[config.mk]
export PLATFORM = sky130hd
export DESIGN_NAME = scaled_video_unit
export DESIGN_NICKNAME = d
export VERILOG_FILES = /design/src/rtl/scaled_video_unit.sv
export SDC_FILE = /design/constraint.sdc
export NUM_CORES = 1
export LEC_CHECK = 0
export ABC_AREA = 1
export BUFFER_PORTS_ARGS = -buffer_cell sky130_fd_sc_hd__buf_2
export CAP_MARGIN = 40
export CORE_MARGIN = 10
export CORE_UTILIZATION = 50
export DETAILED_ROUTE_END_ITERATION = 10
export GPL_ROUTABILITY_DRIVEN = 0
export GPL_TIMING_DRIVEN = 0
export PLACE_DENSITY = 0.67
export SYNTH_ARGS = -nofsm -noshare
export SYNTH_HDL_FRONTEND = slang
export SYNTH_SLANG_ARGS = --single-unit
[constraint.sdc]
create_clock -name clk -period 2.69 [get_ports clk]
set_clock_uncertainty 0.15 [all_clocks]
set_input_delay 0.1345 -clock clk [delete_from_list [all_inputs] [get_ports clk]]
set_output_delay 0.1345 -clock clk [all_outputs]
set_load 0.01 [all_outputs]
[src/rtl/scaled_video_unit.sv]
// rtl/scaled_video_unit.sv - VGA scan-out of a scaled, rotated 1-bpp framebuffer with band overlay
module scaled_video_unit #(
  parameter int H_ACTIVE       = 640,
  parameter int H_FP           = 16,
  parameter int H_SYNC_W       = 96,
  parameter int H_BP           = 48,
  parameter int V_ACTIVE       = 480,
  parameter int V_FP           = 10,
  parameter int V_SYNC_W       = 2,
  parameter int V_BP           = 33,
  parameter int FB_W           = 224,
  parameter int FB_H           = 256,
  parameter int SCALE          = 1,
  parameter int X_OFF          = 208,
  parameter int Y_OFF          = 112,
  parameter int VRAM_BASE      = 'h400,
  parameter int RAM_ADDR_WIDTH = 13,
  parameter int XLEN           = 8,
  parameter int BAND_TOP_END   = 32,
  parameter int BAND_BOT_START = 184,
  parameter logic [11:0] COLOR_TOP = 12'hF00,
  parameter logic [11:0] COLOR_MID = 12'hFFF,
  parameter logic [11:0] COLOR_BOT = 12'h0F0
) (
  input  logic                      clk,
  input  logic                      rst,
  output logic [RAM_ADDR_WIDTH-1:0] ram_addr,
  input  logic [XLEN-1:0]           ram_data,
  input  logic                      overlay_en,
  output logic [3:0]                vga_red,
  output logic [3:0]                vga_green,
  output logic [3:0]                vga_blue,
  output logic                      h_sync,
  output logic                      v_sync,
  output logic                      mid_irq,
  output logic                      vblank_irq,
  output logic [7:0]                frame_count
);
  localparam int H_TOTAL  = H_ACTIVE + H_FP + H_SYNC_W + H_BP;
  localparam int V_TOTAL  = V_ACTIVE + V_FP + V_SYNC_W + V_BP;
  localparam int HW       = $clog2(H_TOTAL);
  localparam int VW       = $clog2(V_TOTAL);
  localparam int SW       = (SCALE > 1) ? $clog2(SCALE) : 1;
  localparam int AW       = RAM_ADDR_WIDTH;
  localparam int COLS     = FB_H / 8;
  localparam int X_END    = (X_OFF + FB_W * SCALE < H_ACTIVE) ? X_OFF + FB_W * SCALE : H_ACTIVE;
  localparam int Y_END    = (Y_OFF + FB_H * SCALE < V_ACTIVE) ? Y_OFF + FB_H * SCALE : V_ACTIVE;
  localparam int HS_ON    = H_ACTIVE + H_FP;
  localparam int HS_OFF   = HS_ON + H_SYNC_W;
  localparam int VS_ON    = V_ACTIVE + V_FP;
  localparam int VS_OFF   = VS_ON + V_SYNC_W;
  localparam int MID_LINE = Y_OFF + (FB_H * SCALE) / 2;
  localparam logic [SW-1:0] S_LAST = SW'(SCALE - 1);

  logic [HW-1:0] hx_q, hx_d, fx_q, fx_d;
  logic [VW-1:0] vy_q, vy_d, fy_q, fy_d;
  logic [SW-1:0] sx_q, sx_d, sy_q, sy_d;
  logic          h_wrap;

  // Framebuffer coordinates track the raster: reload at the window origin, advance every SCALE steps.
  always_comb begin
    h_wrap = int'(hx_q) == H_TOTAL - 1;
    hx_d   = h_wrap ? '0 : hx_q + HW'(1);
    vy_d   = vy_q;
    if (h_wrap) vy_d = (int'(vy_q) == V_TOTAL - 1) ? '0 : vy_q + VW'(1);
    fx_d = fx_q;
    sx_d = sx_q;
    if (int'(hx_d) == X_OFF) begin
      fx_d = '0;
      sx_d = '0;
    end else if (sx_q == S_LAST) begin
      fx_d = fx_q + HW'(1);
      sx_d = '0;
    end else begin
      sx_d = sx_q + SW'(1);
    end
    fy_d = fy_q;
    sy_d = sy_q;
    if (h_wrap) begin
      if (int'(vy_d) == Y_OFF) begin
        fy_d = '0;
        sy_d = '0;
      end else if (sy_q == S_LAST) begin
        fy_d = fy_q + VW'(1);
        sy_d = '0;
      end else begin
        sy_d = sy_q + SW'(1);
      end
    end
  end

  logic          vis0, hs0, vs0, mid0, vb0;
  logic [1:0]    band0;
  logic [AW-1:0] addr0;

  always_comb begin
    vis0  = int'(hx_q) >= X_OFF && int'(hx_q) < X_END && int'(vy_q) >= Y_OFF && int'(vy_q) < Y_END;
    hs0   = !(int'(hx_q) >= HS_ON && int'(hx_q) < HS_OFF);
    vs0   = !(int'(vy_q) >= VS_ON && int'(vy_q) < VS_OFF);
    band0 = 2'd1;
    if (int'(fy_q) < BAND_TOP_END) band0 = 2'd0;
    else if (int'(fy_q) >= BAND_BOT_START) band0 = 2'd2;
    // Columns are stored bottom-up: the last byte of a column holds rows 0..7.
    addr0 = AW'(VRAM_BASE) + AW'(fx_q) * AW'(COLS) + AW'(COLS - 1) - AW'(fy_q >> 3);
    mid0  = hx_q == '0 && int'(vy_q) == MID_LINE;
    vb0   = hx_q == '0 && int'(vy_q) == V_ACTIVE;
  end

  logic [AW-1:0] ram_addr_q;
  logic          vis1_q, vis2_q, hs1_q, hs2_q, vs1_q, vs2_q;
  logic [1:0]    band1_q, band2_q;
  logic [2:0]    bit1_q, bit2_q;
  logic [11:0]   rgb_q, rgb_d, band_col;
  logic          hsync_q, vsync_q, mid_q, vb_q;
  logic [7:0]    fc_q;

  always_comb begin
    case (band2_q)
      2'd0:    band_col = COLOR_TOP;
      2'd2:    band_col = COLOR_BOT;
      default: band_col = COLOR_MID;
    endcase
    rgb_d = 12'h000;
    if (vis2_q && ram_data[~bit2_q]) rgb_d = overlay_en ? band_col : 12'hFFF;
  end

  always_ff @(posedge clk or posedge rst) begin
    if (rst) begin
      hx_q       <= '0;
      vy_q       <= '0;
      fx_q       <= '0;
      fy_q       <= '0;
      sx_q       <= '0;
      sy_q       <= '0;
      ram_addr_q <= '0;
      vis1_q     <= 1'b0;
      vis2_q     <= 1'b0;
      hs1_q      <= 1'b1;
      hs2_q      <= 1'b1;
      vs1_q      <= 1'b1;
      vs2_q      <= 1'b1;
      band1_q    <= '0;
      band2_q    <= '0;
      bit1_q     <= '0;
      bit2_q     <= '0;
      rgb_q      <= '0;
      hsync_q    <= 1'b1;
      vsync_q    <= 1'b1;
      mid_q      <= 1'b0;
      vb_q       <= 1'b0;
      fc_q       <= '0;
    end else begin
      hx_q    <= hx_d;
      vy_q    <= vy_d;
      fx_q    <= fx_d;
      fy_q    <= fy_d;
      sx_q    <= sx_d;
      sy_q    <= sy_d;
      // Address only moves for visible pixels, so clipped rows are never fetched.
      if (vis0) ram_addr_q <= addr0;
      vis1_q  <= vis0;
      hs1_q   <= hs0;
      vs1_q   <= vs0;
      band1_q <= band0;
      bit1_q  <= fy_q[2:0];
      vis2_q  <= vis1_q;
      hs2_q   <= hs1_q;
      vs2_q   <= vs1_q;
      band2_q <= band1_q;
      bit2_q  <= bit1_q;
      rgb_q   <= rgb_d;
      hsync_q <= hs2_q;
      vsync_q <= vs2_q;
      mid_q   <= mid0;
      vb_q    <= vb0;
      if (vb0) fc_q <= fc_q + 8'd1;
    end
  end

  assign ram_addr    = ram_addr_q;
  assign vga_red     = rgb_q[11:8];
  assign vga_green   = rgb_q[7:4];
  assign vga_blue    = rgb_q[3:0];
  assign h_sync      = hsync_q;
  assign v_sync      = vsync_q;
  assign mid_irq     = mid_q;
  assign vblank_irq  = vb_q;
  assign frame_count = fc_q;
endmodule

==> results of run 1 <==
-- worst paths after layout --
check	to	from	cells after the start
setup / recovery	ram_addr[12]$_DFFE_PP0P_	fy_q[9]$_DFFE_PP0N_	12
hold / removal	frame_count[7]$_DFFE_PP0P_	rst	3
setup reg to reg	ram_addr[12]$_DFFE_PP0P_	fy_q[9]$_DFFE_PP0N_	12
hold reg to reg	vis2_q$_DFF_PP0_	vis1_q$_DFF_PP0_	0
max in group asynchronous	h_sync$_DFF_PP1_	rst	4
min in group clk	rgb_q[3]$_DFF_PP0_	ram_data[2]	5
-- per-layer routing --
| layer | vias to the layer above | GRT usage |
|---|---|---|
| li1 | 1654 | - |
| met1 | 1551 | 0.163 |
| met5 | - | 0 |
| met3 | 7 | 0.0453 |
| met4 | 0 | 0.0415 |
| met2 | 61 | 0.217 |
-- layout by cell type (no fill, tap or decap), drive strengths merged, types with 2 or more instances in the layout --
cell	instances
a21oi	16
buf	66
clkbuf	10
clkinvlp	3
dfrtp	76
dfstp	6
dlygate4sd3	2
ha	17
inv	87
nand2	96
nand3	30
nand3b	2
nand4	11
nor2	53
nor3	9
nor4	3
o211ai	4
o21ai	30
xnor2	7
xor2	19
-- layout make-up --
class / instances / area [sq um] / share of cell area
timing repair buffer: 50 / 283 / 0.0577
sequential: 82 / 2060 / 0.420
clock buffer: 10 / 128 / 0.0260
buffer: 18 / 128 / 0.0260
inverter: 86 / 325 / 0.0664
tap: 105 / 131 / 0.0268
multi-input combinational: 304 / 1780 / 0.363
clock inverter: 6 / 66.3 / 0.0135
-- sequential cells by signal, indices dropped and copies added, names as in the netlist, 2 cells and up --
register / cells
rgb_q: 3
band2_q: 2
fx_q: 8
band1_q: 2
bit2_q: 3
fy_q: 10
frame_count: 8
ram_addr: 13
bit1_q: 3
hx_q: 10
vy_q: 10
-- timing repair --
item	4_1_cts	5_1_grt
hold endpoints to repair	80	0
hold buffers	2	0
resized for setup	0	0
-- critical path, cell delays in order (launching register included) --
cell and delay (ps):
dfrtp_1 370, inv_1 70, ha_1 270, ha_1 170, inv_1 60, fa_1 390
nand3b_1 180, nand2_1 100, a21oi_1 70, nor2_1 120, xor2_1 150, nand2_1 60
o21ai_0 90
-- power by group through the flow --
stage               Combinational, mW  Sequential (mW)  Clock, mW
global route                   0.0471             1.23      0.959
detailed placement             0.0404             1.26          0
CTS                            0.0427             1.23      0.911
floorplan                      0.0195             1.26          0
global placement               0.0329             1.26          0
finish                         0.0403             1.23      0.874
-- kinds of logic after synthesis --
group / count (synthesis)
adders and majority gates: 18
buffers and inverters: 104
and+or+nand+nor: 204
muxes: 2
DFF: 82
AOI/OAI and AO/OA: 54
xor gates and xnor gates: 26
-- through the flow --
stage | std cells | hold slack (ps) | setup slack (ps) | TNS (ps)
floorplan | 490 | 71.2 | 307 | 0
global placement | 642 | 182 | -597 | -45030
detailed placement | 643 | -73.9 | 337 | 0
CTS | 661 | 89.0 | 327 | 0
global route | 661 | 95.4 | 145 | 0
finish | 661 | 95.3 | 362 | 0
==> out/metrics.yaml, run 1 <==
run_status:
  status: "complete, no violations"
pwr:
  p_total_mw: 2.15
  combPwrFrac: 0.019
  power.share.sequential: 0.574
  max-vdd-ir-drop_uv: 306
  clkPwrFrac: 0.407
  power.internal_mw: 1.67
  p_sw_frac: 0.220
  p_sw_uw: 471
  powerDensity_mw_per_mm2: 438
  p_leak_nw: 2.58
routing:
  antenna_left: 0
  via_count: 3273
  drtPass1Iterations: 4
  wl_met2_um: 4020
  met1_length_um: 3850
  met3_length_um: 523
  routedWlPerCell_um: 12.8
  remaining_drc_errors: 0
  top_layer: "met4"
  vias_per_cell: 4.95
  finalWirelength_um: 8490
  detailedRoute.firstIterationViolations: 119
cts:
  htree_levels: 3
  clk_path_buf_depth: 2
  cts_buffers: 9
  cts_tree: "built"
  root_buffer: "clkbuf_8"
  post_cts_buffers: 0
  clkSinkCount: 82
  clk_pin_slew_ps: 80
  worstSkewPairLatency_ps: 350
placement:
  io_buffers: 47
  dp_hpwl_um: 6390
  place_area_sq_mm: 0.00469
synth:
  yosysTopAreaCell: "dfrtp_1"
  synth_area_sq_mm: 0.00429
  yosysSeqAreaShare: 0.480
  syn_avg_cell_area_sq_um: 8.75
  netlist_instances: 490
  synth_fa_ha_area_frac: 0.0543
  ys.flop_type: "dfrtp_1"
  yosysUniqueCellTypes: 39
  synth_top_area_frac: 0.443
  synth_xor_xnor_area_share: 0.0531
  synth_seq_cells: 82
  synth_edf_count: 0
  ys_warn_count: 0
  synth_compound_area_frac: 0.0799
  synth_top_family_by_area: "simple AND/OR/NAND/NOR gates"
  synthSimpleGateAreaFrac: 0.223
  syn_nets: 519
  async_flop_share: 1.00
  synth_area_leaders: "dfrtp_1, nand2_1, inv_1"
  synth_most_common_cell: "nand2_1"
  synth_mux_area_frac: 0.00496
  synthTopCellsByCount: "nand2_1, inv_1, dfrtp_1, nor2_1, nand3_1"
timing:
  fmax_mhz: 430
  fin_crit_sh: 0.866
  rsz0062_at_grt: "false"
  tightestPinTransition_ps: 611
  maxSlewHeadroom: 0.592
  setup_viol: 0
  hold_violations: 0
  min_period_ps: 2330
  slew_violations: 0
floorplan:
  core_sq_mm: 0.00830
  die_y_um: 113
  initial_core_util: 0.517
  dieArea_sq_mm: 0.0127
  die_w_um: 113
  rows: 33
  io_pins: 48
setup_path:
  start_kind: "flip-flop"
  required_ps: 2810
  crit_type: "reg -> reg"
  end_kind: "flip-flop"
  cp.arrival_ps: 2450
  rrSetupSlack_ps: 360
  crit_fanout: 3
global_routing:
  grt_use_total: 0.134
  antenna_found_initial: 0
  grt_pass1_wl_um: 14400
  grt_max_degree: 70
  grt_overflow_total: 0
  grt_pass1_vias: 3178
cells_and_area:
  final_util: 0.590
  fin_nets: 580
  stdcell_area_sq_mm: 0.00490
  drive_above_1_share: 0.209
  area_growth_pct: 14.2
  n_antenna_cell: 0
  fillers: 752
worst_hold_path:
  hold_class: "in -> async"
run:
  maxCapViolations: 0
Note: power is estimated with default switching activity, not from simulation.
==> run 2: changes to the inputs <==
==> constraint.sdc (replaced) <==
create_clock -name clk -period 2.2 [get_ports clk]
set_clock_uncertainty 0.15 [all_clocks]
set_input_delay 0.11 -clock clk [delete_from_list [all_inputs] [get_ports clk]]
set_output_delay 0.11 -clock clk [all_outputs]
set_load 0.01 [all_outputs]
==> out/metrics.yaml, run 2 (same netlist as run 1, synthesis figures left out) <==
global_routing:
  grt_use_total: 0.137  # +0.00340
  antenna_found_initial: 0  # unchanged
  use_met3: 0.0399  # -0.00532
  use_met1: 0.174  # +0.0109
  grt_pass1_wl_um: 14800  # +3.0%
  grt_max_degree: 33  # -53%
  grt_overflow_total: 0  # unchanged
  use_met2: 0.221  # +0.00422
  grt_pass1_vias: 3234  # +1.8%
  grt_busiest_layer: "met2"
cts:
  cts_buffers: 9  # unchanged
  clk_path_buf_depth: 2  # unchanged
  clk_pin_slew_ps: 80  # about the same
  clkSinkCount: 82  # unchanged
  htree_levels: 3  # unchanged
  cts_tree: "built"
  root_buffer: "clkbuf_8"
  worstSkewPairLatency_ps: 340  # about the same
cells_and_area:
  area_growth_pct: 21.9
  final_common_cell: "nand2_1"
  n_antenna_cell: 0  # unchanged
  register_area_sq_mm: 0.00206  # unchanged
  fin_nets: 601  # +3.6%
  drive_above_1_share: 0.267  # +0.0583
  layout_common_cells: "nand2_1, inv_1, dfrtp_1, buf_2, nor2_1"
  finalNonFillerCells: 682  # +3.2%
  fillers: 710  # -5.6%
  largest_reg_flops: 13  # unchanged
  multi_input_area_sq_mm: 0.00188  # +5.8%
timing:
  min_period_ps: 2130  # -193 ps
  fin_crit_sh: 0.970  # +0.105
  setup_viol: 0  # unchanged
  slew_violations: 0  # unchanged
  hold_slack_ps: 151  # +55.4 ps
  maxSlewHeadroom: 0.663  # +0.0716
  fmax_mhz: 468  # +9.1%
  tightestPinTransition_ps: 504  # -107 ps
  hold_violations: 0  # unchanged
  rsz0062_at_grt: "true"
pwr:
  p_leak_nw: 2.73  # +5.7%
  power.share.sequential: 0.519  # -0.055
  combPwrFrac: 0.018  # about the same
  power.internal_mw: 2.34  # +40%
  p_sw_frac: 0.193  # -0.0268
  clkPwrFrac: 0.463  # +0.056
  max-vdd-ir-drop_uv: 392  # +28%
  powerDensity_mw_per_mm2: 555  # +27%
  p_sw_uw: 560  # +19%
floorplan:
  core_sq_mm: 0.00830  # unchanged
  dieArea_sq_mm: 0.0127  # unchanged
  rows: 33  # unchanged
  io_pins: 48  # unchanged
  die_w_um: 113  # unchanged
  die_y_um: 113  # unchanged
  initial_core_util: 0.517  # unchanged
placement:
  dp_hpwl_um: 6140  # -4.0%
  dp_cells: 644  # +0.16%
  io_buffers: 47  # unchanged
setup_path:
  end_kind: "flip-flop"
  cp.arrival_ps: 2260  # -190 ps
  start_kind: "flip-flop"
  crit_type: "reg -> reg"
  reg2reg_depth: 11  # -1
  crit_fanout: 2  # -1
  required_ps: 2320  # -490 ps
routing:
  routedWlPerCell_um: 12.5  # -2.4%
  finalWirelength_um: 8550  # +0.73%
  antenna_left: 0  # unchanged
  remaining_drc_errors: 0  # unchanged
  drtPass1Iterations: 4  # unchanged
  via_count: 3347  # +2.3%
  detailedRoute.firstIterationViolations: 161  # +35%
  vias_per_cell: 4.91  # -0.89%
worst_hold_path:
  hold_depth: 5
  hold_class: "in -> reg"
run:
  maxCapViolations: 0  # unchanged
run_status:
  status: "complete, no violations"
==> run 2: routing by layer <==
layer	routed length, um	vias to the layer above
met5	0	-
met1	3870	1570
met3	514	10
met4	114	0
li1	-	1699
met2	4050	68
==> run 2: path summary, 6_finish.rpt <==
kind | start | end | slack (ps)
hold reg to reg | vis1_q$_DFF_PP0_ | vis2_q$_DFF_PP0_ | 200
setup / recovery | fx_q[1]$_DFF_PP0_ | ram_addr[12]$_DFFE_PP0P_ | 70
min in group asynchronous | rst | fx_q[4]$_DFF_PP0_ | 200
hold / removal | ram_data[2] | rgb_q[3]$_DFF_PP0_ | 150
max in group asynchronous | rst | hs2_q$_DFF_PP1_ | 1120
setup reg to reg | fx_q[1]$_DFF_PP0_ | ram_addr[12]$_DFFE_PP0P_ | 70
==> run 2: power groups by stage <==
stage | Combinational (mW) | Clock, mW | Sequential [mW]
5_1_grt | 0.0597 | 1.44 | 1.51
6_report | 0.0512 | 1.35 | 1.51
3_3_place_gp | 0.0413 | 0 | 1.54
2_1_floorplan | 0.0243 | 0 | 1.54
4_1_cts | 0.0541 | 1.37 | 1.51
3_5_place_dp | 0.0513 | 0 | 1.54
==> run 2: metrics by stage <==
| step | setup TNS (ps) | power (mW) | setup WS [ps] | area [sq um] | util |
|---|---|---|---|---|---|
| 2_1_floorplan | 0 | 1.56 | 60.8 | 4290 | - |
| 3_3_place_gp | -1980 | 1.58 | -127 | 4660 | 0.561 |
| 3_5_place_dp | -2940 | 1.59 | -181 | 4700 | 0.566 |
| 4_1_cts | 0 | 2.93 | 15.0 | 5150 | 0.621 |
| 5_1_grt | -254 | 3.00 | -56.9 | 5230 | 0.630 |
| 6_report | 0 | 2.90 | 65.1 | 5230 | 0.630 |
==> run 2: area by class of cell <==
cell class | count | share of cell area
Buffer | 18 | 0.0251
Clock buffer | 12 | 0.0297
Clock inverter | 4 | 0.0189
Inverter | 86 | 0.0634
Multi-Input combinational cell | 305 | 0.360
Sequential cell | 82 | 0.394
Tap cell | 105 | 0.0251
Timing Repair Buffer | 70 | 0.0838
==> run 2: critical path, stage by stage, from the launching register on <==
cell      delay [ps]
dfrtp_1          430
ha_4             290
ha_4             130
inv_2             40
fa_2             330
nand3b_1         160
nand2_1           80
a21oi_1           60
nor2_1           110
xor2_1           170
nand2_1           60
o21ai_1           70
==> run 2: repair_timing <==
| action | 4_1_cts | 5_1_grt |
|---|---|---|
| gates cloned | 1 | 0 |
| buffers inserted | 14 | 5 |
| hold buffers | 2 | 0 |
| endpoints found under the hold margin | 22 | 0 |
| resized for setup | 15 | 13 |
| pin swaps | 12 | 10 |
| endpoints found under the setup margin | 31 | 30 |
==> run 3: changes to the inputs <==
--- a/config.mk
+++ b/config.mk
@@ -14,6 +14,7 @@
 export GPL_ROUTABILITY_DRIVEN = 0
 export GPL_TIMING_DRIVEN = 0
 export PLACE_DENSITY = 0.67
+export SETUP_SLACK_MARGIN = 0.1
 export SYNTH_ARGS = -nofsm -noshare
 export SYNTH_HDL_FRONTEND = slang
 export SYNTH_SLANG_ARGS = --single-unit
==> out/metrics.yaml, run 3 (same netlist as run 1, synthesis figures left out) <==
routing:
  routedWlPerCell_um: 13.3  # +6.3%
  vias_per_cell: 4.94  # +0.58%
  via_count: 3411  # +1.9%
  finalWirelength_um: 9210  # +7.7%
  drtPass1Iterations: 4  # unchanged
  remaining_drc_errors: 0  # unchanged
  detailedRoute.firstIterationViolations: 125  # -22%
  antenna_left: 0  # unchanged
timing:
  postLayoutSetupSlackWorst_ps: 31.6  # -33.5 ps
  setup_viol: 0  # unchanged
  min_period_ps: 2170  # +33.5 ps
  fin_crit_sh: 0.986  # +0.0152
  tightestPinTransition_ps: 376  # -128 ps
  hold_violations: 0  # unchanged
  rsz0062_at_grt: "true"
  fmax_mhz: 461  # -1.5%
  maxSlewHeadroom: 0.749  # +0.0857
  slew_violations: 0  # unchanged
cells_and_area:
  fillers: 692  # -2.5%
  layout_common_cells: "nand2_1, inv_1, dfrtp_1, buf_2, nor2_1"
  area_growth_pct: 25.5
  fin_nets: 610  # +1.5%
  n_antenna_cell: 0  # unchanged
  largest_reg_flops: 13  # unchanged
  final_util: 0.648  # +0.0185
  drive_above_1_share: 0.307  # +0.0403
global_routing:
  grt_use_total: 0.146  # +0.00863
  antenna_found_initial: 0  # unchanged
  grt_max_degree: 36  # +9.1%
  grt_overflow_total: 0  # unchanged
  grt_pass1_wl_um: 15600  # +5.6%
  grt_pass1_vias: 3284  # +1.5%
cts:
  clk_path_buf_depth: 2  # unchanged
  cts_tree: "built"
  clk_pin_slew_ps: 90  # about the same
  clkSinkCount: 82  # unchanged
  root_buffer: "clkbuf_8"
  htree_levels: 3  # unchanged
  worstSkewPairLatency_ps: 350  # about the same
  cts_buffers: 9  # unchanged
placement:
  io_buffers: 47  # unchanged
  dp_slack_ps: -182  # -1.27 ps
  dp_hpwl_um: 6490  # +5.7%
floorplan:
  rows: 33  # unchanged
  core_sq_mm: 0.00830  # unchanged
  die_y_um: 113  # unchanged
  die_w_um: 113  # unchanged
  dieArea_sq_mm: 0.0127  # unchanged
  initial_core_util: 0.517  # unchanged
  io_pins: 48  # unchanged
setup_path:
  r2r-start: "hx_q[0]$_DFF_PP0_"
  crit_fanout: 6  # +4
  critPathMaxStageDelay_ps: 410  # -20 ps
  end_kind: "flip-flop"
  crit_cells: 12  # +1
  start_kind: "flip-flop"
  reg2reg_depth: 12  # +1
  required_ps: 2280  # -40 ps
  cp.arrival_ps: 2250  # about the same
  crit_chain: "ha_2 > nand2_2 > nor2_4 > nand2_4 > nor2_8 > buf_8 > buf_6 > buf_6 > a21oi_4 > nand4_4 > nor2_4 > a21oi_2"
  crit_buf_inv: 3  # +2
  slowest_stage: "dfrtp_1"
  crit_family: "simple AND/OR/NAND/NOR gates"
  crit_type: "reg -> reg"
  startpoint: "hx_q[0]$_DFF_PP0_"
run:
  maxCapViolations: 0  # unchanged
worst_hold_path:
  hold_class: "in -> async"
pwr:
  max-vdd-ir-drop_uv: 266  # -32%
  p_total_mw: 2.51  # -13%
  powerDensity_mw_per_mm2: 467  # -16%
  p_leak_nw: 2.80  # +2.6%
run_status:
  status: "complete, no violations"
run 3: changes by cell type in the layout (fill, tap and decap cells not counted), sizes merged:
cell	change
clkinv	+1
clkinvlp	+1
clkbuf	+2
buf	+8
bufinv	-3
run 3: final cells by class:
cell class              instances  area, sq um  share of cell area
flip-flops and latches         82         2060               0.383
multi-input cells             305         1990               0.370
repair buffers                 79          551               0.102
inverters                      86          332              0.0616
clock buffers                  13          149              0.0277
plain buffers                  18          149              0.0277
well taps                     105          131              0.0244
clock inverters                 3         17.5             0.00326
run 3: path summary, 6_finish.rpt:
path / to / slack (ps)
max in group asynchronous: hs2_q$_DFF_PP1_ / 960
worst min-delay path: ram_addr[0]$_DFFE_PP0P_ / 130
min in group clk: rgb_q[7]$_DFF_PP0_ / 130
worst max-delay path: fy_q[3]$_DFFE_PP0N_ / 30
worst min register to register: bit2_q[0]$_DFF_PP0_ / 200
worst max register to register: fy_q[3]$_DFFE_PP0N_ / 30
run 3: tightest hold or removal path, stage by stage:
cell           delay (ps)
dlygate4sd3_1         520
buf_2                 130
clkinvlp_4            270
run 3: through the flow:
step | setup TNS (ps) | cells | area [sq um] | hold slack, ps
6_report | 0 | 691 | 5380 | 130
5_1_grt | -1280 | 691 | 5380 | 166
4_1_cts | 0 | 679 | 5120 | 132
3_5_place_dp | -3150 | 644 | 4700 | -28.6
3_3_place_gp | -2020 | 642 | 4660 | 169
2_1_floorplan | 0 | 490 | 4300 | 46.7
run 3: what timing repair did:
item,4_1_cts,5_1_grt
hold buffers,2,0
endpoints found under the hold margin,49,0
pin swaps,15,27
gates resized for setup,19,56
cloned,1,1
buffers inserted,16,11
setup endpoints to repair,32,38
run 3: metal layers:
metal	wire, um	GRT usage	vias to the layer above
met5	0	0	-
met4	63	0.0440	0
met3	457	0.0415	4
met2	4500	0.240	54
met1	4180	0.181	1634
li1	-	-	1719
run 3: where the power goes:
group | switching [mW] | internal (mW) | leakage (nW)
combinational | 0.0350 | 0.0172 | 1.62
sequential | 0 | 1.51 | 1.09
clock | 0.515 | 0.439 | 0.0834
